**config.mk**
```make
export PLATFORM = sky130hd
export DESIGN_NAME = otter_mem_arbiter
export DESIGN_NICKNAME = d
export VERILOG_FILES = /design/src/rtl/otter_arb_pkg.sv /design/src/rtl/otter_arb_streak.sv /design/src/rtl/otter_mem_arbiter.sv
export SDC_FILE = /design/constraint.sdc
export NUM_CORES = 1
export LEC_CHECK = 0
export BUFFER_PORTS_ARGS = -buffer_cell sky130_fd_sc_hd__buf_2
export CAP_MARGIN = 20
export CORE_AREA = 2 2 136 138
export CTS_CLUSTER_SIZE = 25
export DETAILED_ROUTE_END_ITERATION = 8
export DIE_AREA = 0 0 138 140
export GPL_TIMING_DRIVEN = 1
export SYNTH_ARGS = -nofsm -noshare
export SYNTH_HDL_FRONTEND = slang
export SYNTH_SLANG_ARGS = --single-unit
export TNS_END_PERCENT = 30
```
**constraint.sdc**
```tcl
create_clock -name CLK -period 1.49 [get_ports CLK]
set_input_delay 0.149 -clock CLK [delete_from_list [all_inputs] [get_ports CLK]]
set_output_delay 0.149 -clock CLK [all_outputs]
set_load 0.01 [all_outputs]
```
**src/rtl/otter_arb_pkg.sv**
```systemverilog
// Shared types and constants for the OTTER memory arbiter.
// Owner tags carry an OWN_ prefix so they do not collide with the PROG state name.
package otter_arb_pkg;

  typedef enum logic {
    RUN,
    PROG
  } arb_state_t;

  typedef enum logic [1:0] {
    OWN_NONE,
    OWN_IF,
    OWN_DATA,
    OWN_PROG
  } arb_owner_t;

  localparam logic [1:0] BYTE = 2'd0;
  localparam logic [1:0] HALF = 2'd1;
  localparam logic [1:0] WORD = 2'd2;

  localparam int STREAK_W = 4;

endpackage

```
**src/rtl/otter_arb_streak.sv**
```systemverilog
// Counts consecutive DATA grants while IF is waiting; raises limit when IF must win.
// Instantiated only when OTTER_ARB_FAIRNESS_EN is defined.
module otter_arb_streak
  import otter_arb_pkg::*;
#(
  parameter int MAX_DATA_STREAK = 4
) (
  input  logic CLK,
  input  logic RESET_N,
  input  logic clr,
  input  logic inc,
  output logic limit
);

  logic [STREAK_W-1:0] count_reg, count_next;

  // Clear dominates; saturate so a wide MAX can never wrap back to zero.
  always_comb begin
    count_next = count_reg;
    if (clr) begin
      count_next = '0;
    end else if (inc && (count_reg != {STREAK_W{1'b1}})) begin
      count_next = count_reg + 1'b1;
    end
  end

  always_ff @(posedge CLK or negedge RESET_N) begin
    if (!RESET_N) begin
      count_reg <= '0;
    end else begin
      count_reg <= count_next;
    end
  end

  assign limit = (count_reg == STREAK_W'(MAX_DATA_STREAK));

endmodule

```
**src/rtl/otter_mem_arbiter.sv**
```systemverilog
// Three-way memory arbiter (PROG > DATA > IF) with a one-deep read response tag.
// Define OTTER_ARB_FAIRNESS_EN to bound how long DATA may starve IF.
module otter_mem_arbiter
  import otter_arb_pkg::*;
#(
  parameter int MAX_DATA_STREAK = 4
) (
  input  logic        CLK,
  input  logic        RESET_N,
  input  logic        IF_REQ,
  input  logic [31:0] IF_ADDR,
  input  logic        IF_WE,
  input  logic [31:0] IF_WDATA,
  input  logic [1:0]  IF_SIZE,
  input  logic        IF_SIGN,
  output logic        IF_GNT,
  output logic        IF_RVALID,
  input  logic        DATA_REQ,
  input  logic [31:0] DATA_ADDR,
  input  logic        DATA_WE,
  input  logic [31:0] DATA_WDATA,
  input  logic [1:0]  DATA_SIZE,
  input  logic        DATA_SIGN,
  output logic        DATA_GNT,
  output logic        DATA_RVALID,
  input  logic        PROG_REQ,
  input  logic [31:0] PROG_ADDR,
  input  logic        PROG_WE,
  input  logic [31:0] PROG_WDATA,
  input  logic [1:0]  PROG_SIZE,
  input  logic        PROG_SIGN,
  output logic        PROG_GNT,
  output logic        PROG_RVALID,
  output logic [31:0] RDATA,
  output logic [31:0] M_ADDR,
  output logic [31:0] M_WDATA,
  output logic [1:0]  M_SIZE,
  output logic        M_SIGN,
  output logic        M_WE,
  output logic        M_RE,
  input  logic [31:0] M_RDATA,
  output logic        STALL_IF,
  output logic        STALL_DATA
);

  arb_state_t state_reg, state_next;
  arb_owner_t tag_reg, tag_next;
  logic       streak_limit;

  if ((MAX_DATA_STREAK < 1) || (MAX_DATA_STREAK > 15)) begin : g_bad_streak
    $error("MAX_DATA_STREAK must be in 1..15");
  end

  // Grants are gated by RESET_N so nothing reaches memory while reset is held.
  always_comb begin
    IF_GNT   = 1'b0;
    DATA_GNT = 1'b0;
    PROG_GNT = 1'b0;
    if (RESET_N) begin
      if (state_reg == PROG) begin
        PROG_GNT = PROG_REQ;
      end else if (PROG_REQ) begin
        PROG_GNT = 1'b1;
      end else if (DATA_REQ && !(IF_REQ && streak_limit)) begin
        DATA_GNT = 1'b1;
      end else if (IF_REQ) begin
        IF_GNT = 1'b1;
      end
    end
  end

  always_comb begin
    M_ADDR  = '0;
    M_WDATA = '0;
    M_SIZE  = '0;
    M_SIGN  = 1'b0;
    M_WE    = 1'b0;
    M_RE    = 1'b0;
    tag_next = OWN_NONE;
    if (PROG_GNT) begin
      M_ADDR = PROG_ADDR;  M_WDATA = PROG_WDATA;
      M_SIZE = PROG_SIZE;  M_SIGN  = PROG_SIGN;
      M_WE   = PROG_WE;    M_RE    = ~PROG_WE;
      if (!PROG_WE) tag_next = OWN_PROG;
    end else if (DATA_GNT) begin
      M_ADDR = DATA_ADDR;  M_WDATA = DATA_WDATA;
      M_SIZE = DATA_SIZE;  M_SIGN  = DATA_SIGN;
      M_WE   = DATA_WE;    M_RE    = ~DATA_WE;
      if (!DATA_WE) tag_next = OWN_DATA;
    end else if (IF_GNT) begin
      M_ADDR = IF_ADDR;    M_WDATA = IF_WDATA;
      M_SIZE = IF_SIZE;    M_SIGN  = IF_SIGN;
      M_WE   = IF_WE;      M_RE    = ~IF_WE;
      if (!IF_WE) tag_next = OWN_IF;
    end
  end

  always_comb begin
    state_next = state_reg;
    case (state_reg)
      RUN:     if (PROG_GNT) state_next = PROG;
      PROG:    if (!PROG_REQ) state_next = RUN;
      default: state_next = RUN;
    endcase
  end

  always_ff @(posedge CLK or negedge RESET_N) begin
    if (!RESET_N) begin
      state_reg <= RUN;
      tag_reg   <= OWN_NONE;
    end else begin
      state_reg <= state_next;
      tag_reg   <= tag_next;
    end
  end

`ifdef OTTER_ARB_FAIRNESS_EN
  logic streak_clr;
  logic streak_inc;

  // Leaving PROG also restarts the streak so IF is not penalised by pre-PROG history.
  assign streak_clr = ~IF_REQ | IF_GNT | ((state_reg == PROG) & ~PROG_REQ);
  assign streak_inc = DATA_GNT & IF_REQ;

  otter_arb_streak #(
    .MAX_DATA_STREAK(MAX_DATA_STREAK)
  ) u_streak (
    .CLK    (CLK),
    .RESET_N(RESET_N),
    .clr    (streak_clr),
    .inc    (streak_inc),
    .limit  (streak_limit)
  );
`else
  assign streak_limit = 1'b0;
`endif

  assign IF_RVALID   = (tag_reg == OWN_IF);
  assign DATA_RVALID = (tag_reg == OWN_DATA);
  assign PROG_RVALID = (tag_reg == OWN_PROG);
  assign RDATA       = M_RDATA;

  assign STALL_IF   = IF_REQ & ~IF_GNT;
  assign STALL_DATA = DATA_REQ & ~DATA_GNT;

endmodule

```
==> results_dict.tcl <==
set metrics [dict create \
    hold_path_depth 2 \
    final_cell_area_um2 3340 \
    slew_headroom 0.791 \
    grt_usage 0.0975 \
    syn_avg_cell_area_um2 7.82 \
    drc 0 \
    synth_area_leaders "a221o_1, and3_1, buf_4, dfrtp_1, buf_6" \
    peakVddDrop_mv 0.271 \
    violations "negative setup slack" \
    place.gp.congestion 0.772 \
    htree_levels 1 \
    first_pass_iters 4 \
    power_density_nw_per_um2 401 \
    largest_reg_flops 2 \
    finalSetupViolations 71 \
    setup_slack_ns -0.339 \
    cts_buffer_depth 2 \
    final_cell_count_no_fill 695 \
    core_um2 17800 \
    ys.warnings.count 0 \
    synth-compound-area-share 0.403 \
    clock_sinks 3 \
    start_util 0.0989 \
    worst_clock_skew_ns 0.000928 \
    final_util 0.188 \
    clk_latency_ns 0.23 \
    cts_root_buf "clkbuf_16" \
    syn-num-nets 466 \
    hold_ws_ns 0.135 \
    wirelength_mm 10.5 \
    antenna_found_initial 1 \
    hold_end "tag_reg[0]" \
    synth_top_family_by_area "compound AO/OA/AOI/OAI gates" \
    dp_slack_ns -0.119 \
    seq_area_um2 76.3 \
    cts_buffers 3 \
    tightest_slew_ns 0.314 \
    cts_tree "yes" \
    std_cell_rows 49 \
    required_ns 1.34 \
    layout.nets 707 \
    rsz0062_at_grt "true" \
    r2r_slack_ns 0.34 \
    routed_via_density 4.24 \
    crit_chain "nor4bb_4 -> buf_4 -> buf_12 -> a221o_1 -> buf_2" \
    grt_pass1_wl_mm 15.4 \
    r2r-start "state_reg" \
    seq_area_frac_synth 0.0427 \
    io_pins 350 \
    place_area_um2 3190 \
    dp.final_hpwl_mm 8.83 \
    p_leak_uw 0.00207 \
    fillers 2043 \
    hold_viol_final 0 \
    drt.antenna.violating_nets 0 \
    grt_pass1_vias 2918 \
    fin_crit_sh 1.23 \
    clock.fmax_mhz 547 \
    synth_mux_area_frac 0 \
    status "finished, violations left" \
    syn2layout_area_growth_pct 89.8 \
    yosys.area_share.simple 0.313 \
    r2r_cells 4 \
    worstHoldStart "IF_WE" \
    synth_top_area_cell "a221o_1" \
    die_area_um2 19300 \
    final.min_clock_period_ns 1.83 \
    wl_per_cell_um 15.1 \
    cp-end-kind "output pin" \
    synth_fa_ha_area_frac 0 \
    cap_violations 0 \
    portBuffers 285 \
    drt_iter0_drc 124 \
    crit_fanout 33 \
    cp.arrival_ns 1.68 \
    cp_slowest_cell "dfrtp_2" \
    vias 2944 \
    crit_type "flip-flop to output pin" \
    fp.dieH_um 140 \
    synth_cells 225 \
    slew_viol_final 0 \
    dieWidth_um 138 \
    min_path_type "primary input to flip-flop" \
    synth_xor_xnor_area_share 0 \
    syn-cell-area_um2 1760 \
    r2r_end "tag_reg[0]" \
    multi_input_area_um2 1270 \
    netlist.area_leader.share 0.381 \
    synth.distinct_cells 23 \
    grt_max_degree 40 \
    worst_setup_path_start_kind "flip-flop" \
    path_clk_slew_ns 0.03 \
    drive_above_1_share 0.662 \
    place_inst 687 \
    overflow 0 \
    max_stage_delay_ns 0.44 \
    synth_seq_cells 3 \
]
-- per-stage QoR --
step | setup TNS (ns) | power (uW)
finish | -20.07 | 1340
global route | -24.10 | 1420
CTS | -19.00 | 1350
detailed placement | -5.68 | 893
global placement | -3.27 | 889
floorplan | 0 | 527
-- per-layer routing --
metal / track usage / share of wire / vias up
met2: 0.181 / 0.49 / 241
met4: 0.0242 / 0.014 / 0
li1: - / - / 1376
met1: 0.109 / 0.37 / 1313
met3: 0.0294 / 0.12 / 14
met5: 0 / 0 / -
-- synthesized netlist by cell type --
cell type,instances
nor2b_1,4
nand2_1,2
a221o_1,67
clkbuf_1,14
o21a_1,1
o221ai_1,1
o22ai_1,1
and2_1,2
dfrtp_1,3
nor3b_2,1
nor4b_1,1
inv_2,1
nand2b_1,1
and3_1,68
buf_4,34
a21oi_1,2
nor2_1,2
nand3b_4,1
o21ai_0,1
nor4bb_4,1
buf_6,5
inv_1,2
buf_2,10
-- repair_timing --
action,4_1_cts,5_1_grt
setup endpoints to repair,71,73
gates resized for setup,6,5
hold buffers,1,0
pin swaps,17,19
setup buffers,2,0
hold endpoints to repair,3,0
-- cell type report --
cell class,count,share of cell area
antenna,1,0.000750
clock buffer,4,0.0236
inverter,3,0.00412
multi-input combinational,156,0.380
sequential,3,0.0229
tap,229,0.0858
timing repair buffer,299,0.482
-- placed cells by master, fill, tap and decap left out --
master / Yosys / layout
buf_2: 10 / 282
and3_1: 68 / 68
a221o_1: 67 / 67
buf_4: 34 / 7
buf_6: 5 / 5
buf_12: 0 / 4
nor2b_1: 4 / 3
clkbuf_16: 0 / 3
nand2_1: 2 / 2
inv_1: 2 / 2
nor2_1: 2 / 2
a21oi_1: 2 / 2
dfrtp_1: 3 / 2
diode_2: 0 / 1
nor4bb_4: 1 / 1
nor3b_4: 0 / 1
nand3b_4: 1 / 1
inv_4: 0 / 1
o22ai_1: 1 / 1
and2_4: 0 / 1
nor4b_1: 1 / 1
o21a_1: 1 / 1
nand2b_1: 1 / 1
o221ai_1: 1 / 1
o21ai_0: 1 / 1
nor2b_2: 0 / 1
and2_1: 2 / 1
clkbuf_1: 14 / 1
dlygate4sd3_1: 0 / 1
dfrtp_2: 0 / 1
-- cell families after synthesis --
family / Yosys count
DFF: 3
AOI/OAI and AO/OA: 73
buffers and inverters: 66
and+or+nand+nor: 83
-- worst max-delay path: cells and delay by family (launching register included) --
| kind | cells | cell delay (ns) |
|---|---|---|
| buffers and inverters | 3 | 0.50 |
| DFF | 1 | 0.44 |
| and+or+nand+nor | 1 | 0.28 |
| AOI/OAI and AO/OA | 1 | 0.20 |
-- worst max path at each step --
stage / end / cells after the start / startpoint / slack, ns
floorplan: M_ADDR[10] / 6 / state_reg / 0.01
finish: M_WDATA[31] / 5 / state_reg / -0.34
global route: M_WDATA[30] / 5 / state_reg / -0.39
global placement: M_WDATA[30] / 6 / state_reg / -0.1
CTS: M_WDATA[31] / 5 / state_reg / -0.30
detailed placement: M_WDATA[31] / 6 / state_reg / -0.12
-- power by group --
group          leakage [uW]  switching [uW]  internal (uW)
combinational       0.00200             361            453
sequential        0.0000380            5.84           87.1
clock             0.0000382            78.8            354
Note: power is estimated with default switching activity, not from simulation.
